===== config.mk =====
export PLATFORM = sky130hd
export DESIGN_NAME = mem_stage_ctrl
export DESIGN_NICKNAME = d
export VERILOG_FILES = /design/src/rtl/mem_stage_ctrl.sv
export SDC_FILE = /design/constraint.sdc
export NUM_CORES = 1
export LEC_CHECK = 0
export CAP_MARGIN = 20
export CORE_MARGIN = 2
export CORE_UTILIZATION = 44
export DETAILED_ROUTE_END_ITERATION = 6
export GPL_TIMING_DRIVEN = 0
export PLACE_DENSITY = 0.86
export SLEW_MARGIN = 20
export SYNTH_ARGS = -nofsm -noshare
export SYNTH_HDL_FRONTEND = slang
export SYNTH_SLANG_ARGS = --single-unit

===== constraint.sdc =====
create_clock -name clk -period 4 [get_ports clk]
set_input_delay 0.8 -clock clk [delete_from_list [all_inputs] [get_ports clk]]
set_output_delay 0.8 -clock clk [all_outputs]
set_load 0.02 [all_outputs]

===== src/rtl/mem_stage_ctrl.sv =====
// mem_stage_ctrl: MEM-stage sequencer for a data memory with variable latency.
//
// The block takes the load/store held in the EX/MEM register and runs a
// req/ack handshake with data memory. It stalls every upstream stage until
// the access completes. It then hands the load data and a write-enable to
// the MEM/WB register. If the memory never answers, the access is abandoned
// after TIMEOUT request cycles, its writeback is killed and a sticky error
// is raised. Non-memory instructions pass through with no added latency.
//
// Parameters:
//   TIMEOUT  request cycles without dmem_ack before abort (1..2^TO_W-1)
//   TO_W     width of the timeout counter
//
// Ports:
//   clk, rst_n                     clock, synchronous active-low reset
//   ex_valid/ex_mem_read/ex_mem_write, ex_addr, ex_wdata
//                                  instruction held in EX/MEM
//   dmem_req/we/addr/wdata         registered request to data memory
//   dmem_ack, dmem_rdata           memory completion and read data
//   stall                          freeze PC, IF/ID, ID/EX, EX/MEM
//   wb_load, wb_kill               MEM/WB capture enable and bubble control
//   mem_data                       load data for MEM/WB
//   err                            sticky timeout flag, cleared by reset only
//
// Optional build macro MEM_STAGE_PERF_EN adds the output stall_cycles. It is
// a 32-bit saturating count of the cycles in which stall is asserted.
module mem_stage_ctrl #(
  parameter int TIMEOUT = 255,
  parameter int TO_W    = 8
) (
  input  logic        clk,
  input  logic        rst_n,
  input  logic        ex_valid,
  input  logic        ex_mem_read,
  input  logic        ex_mem_write,
  input  logic [31:0] ex_addr,
  input  logic [31:0] ex_wdata,
  output logic        dmem_req,
  output logic        dmem_we,
  output logic [31:0] dmem_addr,
  output logic [31:0] dmem_wdata,
  input  logic        dmem_ack,
  input  logic [31:0] dmem_rdata,
  output logic        stall,
  output logic        wb_load,
  output logic        wb_kill,
  output logic [31:0] mem_data,
`ifdef MEM_STAGE_PERF_EN
  output logic [31:0] stall_cycles,
`endif
  output logic        err
);

  typedef enum logic [1:0] {
    IDLE = 2'd0,
    REQ  = 2'd1,
    RESP = 2'd2
  } state_e;

  state_e          r_state;
  state_e          w_next;
  logic [TO_W-1:0] r_cnt;
  logic            r_kill;
  logic            w_memop;
  logic            w_timeout;

  assign w_memop   = ex_valid & (ex_mem_read | ex_mem_write);
  // The counter holds the number of REQ cycles already spent without an ack.
  // The TIMEOUT-th cycle is therefore the one that sees TIMEOUT-1.
  assign w_timeout = (r_cnt == TO_W'(TIMEOUT - 1));

  // NOTE: sequential state uses non-blocking (<=) assignments so that every
  // register samples the values from before the edge.
  always_ff @(posedge clk) begin
    if (!rst_n) r_state <= IDLE;
    else        r_state <= w_next;
  end

  // NOTE: every output of this block gets a default first, so that no path
  // leaves a signal unassigned and infers a latch.
  always_comb begin
    w_next  = r_state;
    stall   = 1'b0;
    wb_load = 1'b0;
    wb_kill = 1'b1;
    if (rst_n) begin
      unique case (r_state)
        IDLE: begin
          if (w_memop) begin
            stall  = 1'b1;
            w_next = REQ;
          end else begin
            wb_load = 1'b1;
            wb_kill = ~ex_valid;
          end
        end
        REQ: begin
          stall = 1'b1;
          if (dmem_ack || w_timeout) w_next = RESP;
        end
        RESP: begin
          wb_load = 1'b1;
          wb_kill = r_kill;
          w_next  = IDLE;
        end
        default: w_next = IDLE;
      endcase
    end
  end

  // Request, data and status registers. A store wins when read and write
  // are both set: dmem_we stays 1, so mem_data is left untouched.
  always_ff @(posedge clk) begin
    if (!rst_n) begin
      dmem_req   <= 1'b0;
      dmem_we    <= 1'b0;
      dmem_addr  <= '0;
      dmem_wdata <= '0;
      mem_data   <= '0;
      err        <= 1'b0;
      r_cnt      <= '0;
      r_kill     <= 1'b0;
    end else begin
      unique case (r_state)
        IDLE: begin
          if (w_memop) begin
            dmem_req   <= 1'b1;
            dmem_we    <= ex_mem_write;
            dmem_addr  <= ex_addr;
            dmem_wdata <= ex_wdata;
            r_cnt      <= '0;
          end
        end
        REQ: begin
          if (dmem_ack) begin
            // An ack on the final allowed cycle still counts as success.
            dmem_req <= 1'b0;
            r_kill   <= 1'b0;
            if (!dmem_we) mem_data <= dmem_rdata;
          end else if (w_timeout) begin
            dmem_req <= 1'b0;
            err      <= 1'b1;
            mem_data <= '0;
            r_kill   <= 1'b1;
          end else begin
            r_cnt <= r_cnt + TO_W'(1);
          end
        end
        default: ;
      endcase
    end
  end

`ifdef MEM_STAGE_PERF_EN
  always_ff @(posedge clk) begin
    if (!rst_n)                             stall_cycles <= '0;
    else if (stall && (stall_cycles != '1)) stall_cycles <= stall_cycles + 32'd1;
  end
`endif

endmodule

Word level (Yosys, flattened, before mapping)
Cells that the tools add are included.
{ "word_totals": {"ff_bits": 110, "input_bits": 102, "out_inout_bits": 102, "word_cells": 59} }
{ "op_classes": {"n_addsub": 1, "eq_ne": 9, "n_mux": 25, "bitwise_logic": 4, "reduce_logical": 11} }
{ "ops": {"columns": ["op", "n"], "rows": [
  ["$mux 32", 3],
  ["$mux 8", 3],
  ["$pmux 8 s2", 1],
  ["$mux 1", 11],
  ["$ne 2x2->1 const B", 5],
  ["$reduce_and 3->1", 3],
  ["$add 8x1->8 const B", 1],
  ["$eq 8x8->1 const B", 1],
  ["$pmux 1 s2", 4],
  ["$reduce_and 2->1", 3],
  ["$mux 2", 2],
  ["$pmux 2 s2", 1],
  ["$reduce_and 4->1", 1],
  ["$reduce_bool 2->1", 2],
  ["$ne 3x3->1 const B", 1],
  ["$eq 2x1->1 const B", 1],
  ["$eq 2x2->1 const B", 1],
  ["$logic_not 2->1", 1],
  ["$not 1->1", 2],
  ["$and 1x1->1", 1],
  ["$logic_or 1x1->1", 1],
  ["$or 1x1->1", 1]
]} }

Depth between registers and ports, before layout
Gate-level depths: netlist of the first run.
{ "logic_depth": {"depth_word": 5, "ltp_mapped": 8, "ltp_nobuf": 6} }

Least setup slack after synthesis of the first run
OpenSTA, ideal clock, no wires.
{ "synth_timing": {"path_type": "input to output", "from": "in rst_n", "to": "out stall", "arrival_time_ns": 1.680, "t_required_ns": 3.200, "slack_ns": 1.520, "cell_stages": 3, "path_buffers": 1, "path_cell_list": "clkinv_1 clkbuf_1 a211oi_1"} }
{ "synth_between": {"elab_chain_cells": 1} }
{ "synth_lines": {"columns": ["element", "line", "rtl"], "rows": [
  ["start, declared", "32", "input logic rst_n,"],
  ["$mux 1", "86", "if (rst_n) begin"],
  ["end, declared", "44", "output logic stall,"]
]} }
Every way passes these cells.

Worst setup path in the final report of the first run
Ends and elaborated chain as after synthesis.

==> flow_metrics.env, run 1 <==
export IMPL_die_y_um=102
export IMPL_power_leakage_nw=2.32
export IMPL_vias_per_cell=5.16
export IMPL_worst_setup_path_type="input port to output port"
export IMPL_hp_start="dmem_addr[29]"
export IMPL_syn_nets=619
export IMPL_drt_iter0_drc=221
export IMPL_drive_above_1_share_pct=4.37
export IMPL_max_freq_ghz=0.278
export IMPL_vias=4441
export IMPL_antenna_cells=0
export IMPL_final_min_clock_period_ps=3600
export IMPL_finish_utilization_pct=71.4
export IMPL_comb_power_share_pct=20.5
export IMPL_required_ps=3200
export IMPL_htree_levels=3
export IMPL_nets=833
export IMPL_clkLatencyLatePin_ps=360
export IMPL_worstMarginPinSlew_ps=583
export IMPL_cts_sinks=110
export IMPL_outcome="completed"
export IMPL_path_max_fanout=10
export IMPL_postSynthCellCount=515
export IMPL_start_util_pct=45.3
export IMPL_cts_hold_buf=0
export IMPL_dpl_hpwl_um=10000
export IMPL_dr_pass1_iters=5
export IMPL_p_seq_share_pct=48.6
export IMPL_stdcell_count=861
export IMPL_rsz0062_at_grt="false"
export IMPL_tns_ps=0
export IMPL_holdCritPathClass="register to register"
export IMPL_fillers=721
export IMPL_grt_pass1_vias=4427
export IMPL_timing_rr_start="r_cnt[1]"
export IMPL_mostFrequentLayoutCell="clkdlybuf4s50_1"
export IMPL_ys_warn_count=0
export IMPL_antenna_found_initial=0
export IMPL_rows=35
export IMPL_postSynthAreaPerCell_um2=8.12
export IMPL_holdPathEnd="dmem_addr[29]"
export IMPL_synth_seq_area_share_pct=52.6
export IMPL_synthTopCellsByArea="dfxtp_1, a21oi_1, nand2_1"
export IMPL_root_buffer="clkbuf_8"
export IMPL_path_clk_slew_ps=90
export IMPL_end_kind="output port"
export IMPL_setup_ws_ps=403
export IMPL_final_cell_mix="clkdlybuf4s50_1, nand2_1, dfxtp_1, a21oi_1, nand3_1"
export IMPL_dieArea_um2=10300
export IMPL_clockPowerShare_pct=30.9
export IMPL_ir_drop_uv=255
export IMPL_fin_area_um2=6600
export IMPL_portBuffers=203
export IMPL_synth_seq_cells=110
export IMPL_place_area_um2=6380
export IMPL_startpoint_type="input port"
export IMPL_finClkSkew_ps=10.2
export IMPL_die_x_um=102
export IMPL_post_place_ws_ps=444
export IMPL_cts_buffer_depth=2
export IMPL_cts_resized=0
export IMPL_drt_antenna_violating_nets=0
export IMPL_p_per_area_nw_per_um2=374
export IMPL_synthArstFlopShare_pct=0
export IMPL_hold_viol=0
export IMPL_wl_um=13200
export IMPL_yosysUniqueCellTypes=30
export IMPL_drv_cap=0
export IMPL_synthFlopType="dfxtp_1"
export IMPL_p_sw_share_pct=26.3
export IMPL_holdWs_ps=460
export IMPL_syn_area_um2=4180
export IMPL_cts_tree="built"
export IMPL_r2r_slack_ps=2190
export IMPL_p_sw_mw=0.648
export IMPL_rr_worst_depth=7
export IMPL_synth_top_cell_by_area="dfxtp_1"
export IMPL_pin_count=204
export IMPL_timing_final_crit_share_pct=89.9
export IMPL_drc_errors=0
export IMPL_grt_max_degree=17
export IMPL_core_area_um2=9240
export IMPL_synth_edf_count=0
export IMPL_post_cts_setup_buffers=0
export IMPL_placedCellCount=847
export IMPL_timing_rr_end="mem_data[21]"
export IMPL_synth_top_area_share_pct=52.6
export IMPL_max_slew_margin_pct=61.2
export IMPL_gp_congestion=0.860
export IMPL_setup_violations_final=0
export IMPL_cp_data_arrival_time_ps=2800
export IMPL_syn_to_final_growth_pct=57.8
export IMPL_p_total_mw=2.47
export IMPL_report_final_slew_viol_count=0
export IMPL_p_int_mw=1.82
export IMPL_grtUsageTotal_pct=25.3
export IMPL_whs_path_depth=2
export IMPL_wire_per_inst_um=15.3
export IMPL_numCtsBuffers=9
export IMPL_overflow=0
export IMPL_grt_first_pass_wirelength_um=20700
-- cell usage after synthesis, types with 3 or more instances --
master	n
nand4_1	4
inv_1	4
nor3_1	6
clkbuf_1	23
and3_1	5
nand2_1	134
nor2_1	9
a21oi_1	102
buf_2	15
a22oi_1	32
buf_1	6
o31ai_1	3
nand3_1	40
dfxtp_1	110
-- power by group through the flow --
stage	logic (mW)	clock network, mW	registers [mW]
2_1_floorplan	0.155	0	1.29
3_3_place_gp	0.494	0	1.22
3_5_place_dp	0.505	0	1.22
4_1_cts	0.509	0.781	1.20
5_1_grt	0.547	0.821	1.21
6_report	0.506	0.764	1.20
-- sequential cells by signal (all words and copies together), names as in the netlist --
signal / flops
err: 1
r_state: 2
dmem_req: 1
r_cnt: 8
dmem_we: 1
r_kill: 1
dmem_wdata: 32
mem_data: 32
dmem_addr: 32
-- layout make-up --
cell class                      count  area (µm²)  area share, %
Inverter                            5        18.8          0.284
Clock buffer                       10         128           1.93
Tap cell                          129         161           2.45
Multi-Input combinational cell    356        1780           26.9
Sequential cell                   110        2200           33.4
Timing Repair Buffer              203        2030           30.8
Buffer                             44         184           2.79
Clock inverter                      4        97.6           1.48
-- layer usage --
layer | share of wire, % | global-route usage [%] | wire length (µm)
met5 | 0 | 0 | 0
met4 | 1.6 | 10.1 | 208
met3 | 9.1 | 8.83 | 1200
met2 | 50 | 44.2 | 6540
met1 | 40 | 28.2 | 5260
-- kinds of logic (layout without fill, tap and decap cells) --
kind of cell / count (synthesis) / after routing / synth area share, %
AND/OR/NAND/NOR: 205 / 205 / 21.1
AO/OA/AOI/OAI: 147 / 147 / 20.4
flip-flops: 110 / 110 / 52.6
buffers and inverters: 49 / 266 / 4.85
adder cells (fa/ha/maj): 2 / 2 / 0.598
XOR/XNOR: 1 / 1 / 0.209
multiplexers: 1 / 1 / 0.239
-- worst max-delay path, cell delays in order --
cell and delay (ps):
clkdlybuf4s50_1 510, clkinv_1 180, clkbuf_1 310, a211oi_1 320
clkdlybuf4s50_1 670
-- worst max-delay path by stage --
stage | cells past startpoint | start | slack [ps] | to
floorplan | 3 | rst_n | 1520 | stall
global placement | 5 | rst_n | 460 | stall
detailed placement | 5 | rst_n | 440 | stall
CTS | 5 | rst_n | 420 | stall
global route | 5 | rst_n | 340 | stall
finish | 5 | rst_n | 400 | stall
Power figures use the tool's default switching activity.
==> run 2, diff against run 1 <==
Settings changed: CORE_MARGIN 2 to 3.
==> run 2 against run 1 <==
Effect of this change: sequential share of layout area is essentially flat; combinational power about the same; non-clock buffer count unchanged; wire length decreased by 0.88%; critical path type unchanged; critical endpoint unchanged; largest cell class unchanged; largest power group unchanged; highest routed layer unchanged.
==> flow_metrics.env, run 2 (synthesis gave the netlist of run 1 again) <==
export IMPL_outcome="completed"
export IMPL_rows=34
export IMPL_crit_path_max_incr_delay_ps=670
export IMPL_vias=4467
export IMPL_fin_area_um2=6600
export IMPL_holdPathEnd="dmem_addr[8]"
export IMPL_r2r_slack_ps=2190
export IMPL_post_cts_setup_buffers=0
export IMPL_dr_pass1_iters=5
export IMPL_ir_drop_uv=229
export IMPL_startpoint_type="input port"
export IMPL_path_max_fanout=10
export IMPL_finClkSkew_ps=10.9
export IMPL_nets=833
export IMPL_vias_per_cell=5.21
export IMPL_start_util_pct=46.6
export IMPL_timing_final_crit_share_pct=88.0
export IMPL_hold_viol=0
export IMPL_clkLatencyLatePin_ps=350
export IMPL_cts_sinks=110
export IMPL_holdWs_ps=461
export IMPL_root_buffer="clkbuf_8"
export IMPL_antenna_cells=0
export IMPL_end_kind="output port"
export IMPL_cp_cell_sequence="clkdlybuf4s50_1 -> clkinv_1 -> clkbuf_1 -> a211oi_1 -> clkdlybuf4s50_1"
export IMPL_cpMostUsedCell="clkdlybuf4s50_1"
export IMPL_die_x_um=104
export IMPL_cp_data_arrival_time_ps=2720
export IMPL_max_slew_margin_pct=64.1
export IMPL_path_clk_slew_ps=100
export IMPL_drt_antenna_violating_nets=0
export IMPL_overflow=0
export IMPL_grt_max_degree=17
export IMPL_timing_rr_end="mem_data[13]"
export IMPL_pin_count=204
export IMPL_crit_family="buffers and inverters"
export IMPL_hp_start="dmem_addr[8]"
export IMPL_setup_violations_final=0
export IMPL_mostFrequentLayoutCell="clkdlybuf4s50_1"
export IMPL_die_y_um=104
export IMPL_placedCellCount=844
export IMPL_max_freq_ghz=0.284
export IMPL_cts_resized=0
export IMPL_final_min_clock_period_ps=3520
export IMPL_portBuffers=203
export IMPL_report_final_slew_viol_count=0
export IMPL_place_area_um2=6370
export IMPL_tns_ps=0
export IMPL_gp_congestion=0.886
export IMPL_timing_rr_start="r_cnt[0]"
export IMPL_grtUsageTotal_pct=23.8
export IMPL_p_per_area_nw_per_um2=374
export IMPL_cts_buffer_depth=2
export IMPL_rsz0062_at_grt="false"
export IMPL_stdcell_count=858
export IMPL_drv_cap=0
export IMPL_fillers=661
export IMPL_numCtsBuffers=9
export IMPL_cp_slowest_cell="clkdlybuf4s50_1"
export IMPL_cts_tree="built"
export IMPL_power_leakage_nw=2.32
export IMPL_worst_setup_path_type="input port to output port"
export IMPL_htree_levels=3
export IMPL_whs_path_depth=2
export IMPL_cp_num_buf_inv=4
export IMPL_dpl_hpwl_um=10000
export IMPL_wire_per_inst_um=15.3
export IMPL_worstMarginPinSlew_ps=539
export IMPL_syn_to_final_growth_pct=57.7
export IMPL_core_area_um2=8980
export IMPL_grt_pass1_vias=4362
export IMPL_rr_worst_depth=8
export IMPL_top_regs="dmem_addr x32, dmem_wdata x32, mem_data x32"
export IMPL_cts_hold_buf=0
export IMPL_final_cell_mix="clkdlybuf4s50_1, nand2_1, dfxtp_1, a21oi_1, nand3_1"
export IMPL_wl_um=13100
export IMPL_drt_iter0_drc=240
export IMPL_required_ps=3200
export IMPL_dieArea_um2=10700
export IMPL_holdCritPathClass="register to register"
export IMPL_drive_above_1_share_pct=4.37
export IMPL_drc_errors=0
export IMPL_antenna_found_initial=0
export IMPL_grt_first_pass_wirelength_um=21200
==> run 2: cell counts in the layout (fill, tap and decap cells not counted) <==
No cell type changed its count.
==> run 2: per-layer routing <==
| layer | global-route usage (%) | part of all wire, % | up-vias | wire length, µm |
|---|---|---|---|---|
| met1 | 27.3 | 39 | 2053 | 5110 |
| met5 | 0 | 0 | - | 0 |
| met2 | 41.6 | 49 | 203 | 6450 |
| li1 | - | - | 2196 | - |
| met4 | 6.74 | 1.6 | 0 | 214 |
| met3 | 8.89 | 10 | 15 | 1320 |
==> run 2: layout make-up <==
type	count	area (µm²)	area share [%]
clock buffers	10	128	1.93
repair buffers	203	2030	30.8
clock inverters	4	97.6	1.48
inverters	5	18.8	0.284
multi-input cells	356	1780	26.9
plain buffers	44	184	2.79
flip-flops and latches	110	2200	33.4
well taps	126	158	2.39
==> run 2: per-stage QoR <==
stage,setup slack [ps],power [mW],util (%)
2_1_floorplan,1520,1.45,-
3_3_place_gp,458,1.71,71.0
3_5_place_dp,455,1.73,71.0
4_1_cts,444,2.48,73.5
5_1_grt,340,2.57,73.5
6_report,479,2.47,73.5
==> run 2: how the worst max path moves through the flow <==
stage | slack [ps] | startpoint | to | cells after the start
after floorplan | 1520 | rst_n | stall | 3
after global placement | 460 | rst_n | stall | 5
after detailed placement | 450 | rst_n | stall | 5
after CTS | 440 | rst_n | stall | 5
after global routing | 340 | rst_n | stall | 5
final | 480 | rst_n | stall | 5
==> run 2: power breakdown <==
group	leakage [nW]	internal (mW)	switching, mW
Clock	0.108	0.410	0.355
Combinational	1.32	0.252	0.252
Sequential	0.898	1.16	0.0395
Total	2.32	1.82	0.646
==> run 2: worst min-delay path: cells and delay by family, from the launching register on <==
| family | cells | cell delay, ps |
|---|---|---|
| flip-flops | 1 | 320 |
| AND/OR/NAND/NOR | 1 | 50 |
| AO/OA/AOI/OAI | 1 | 50 |
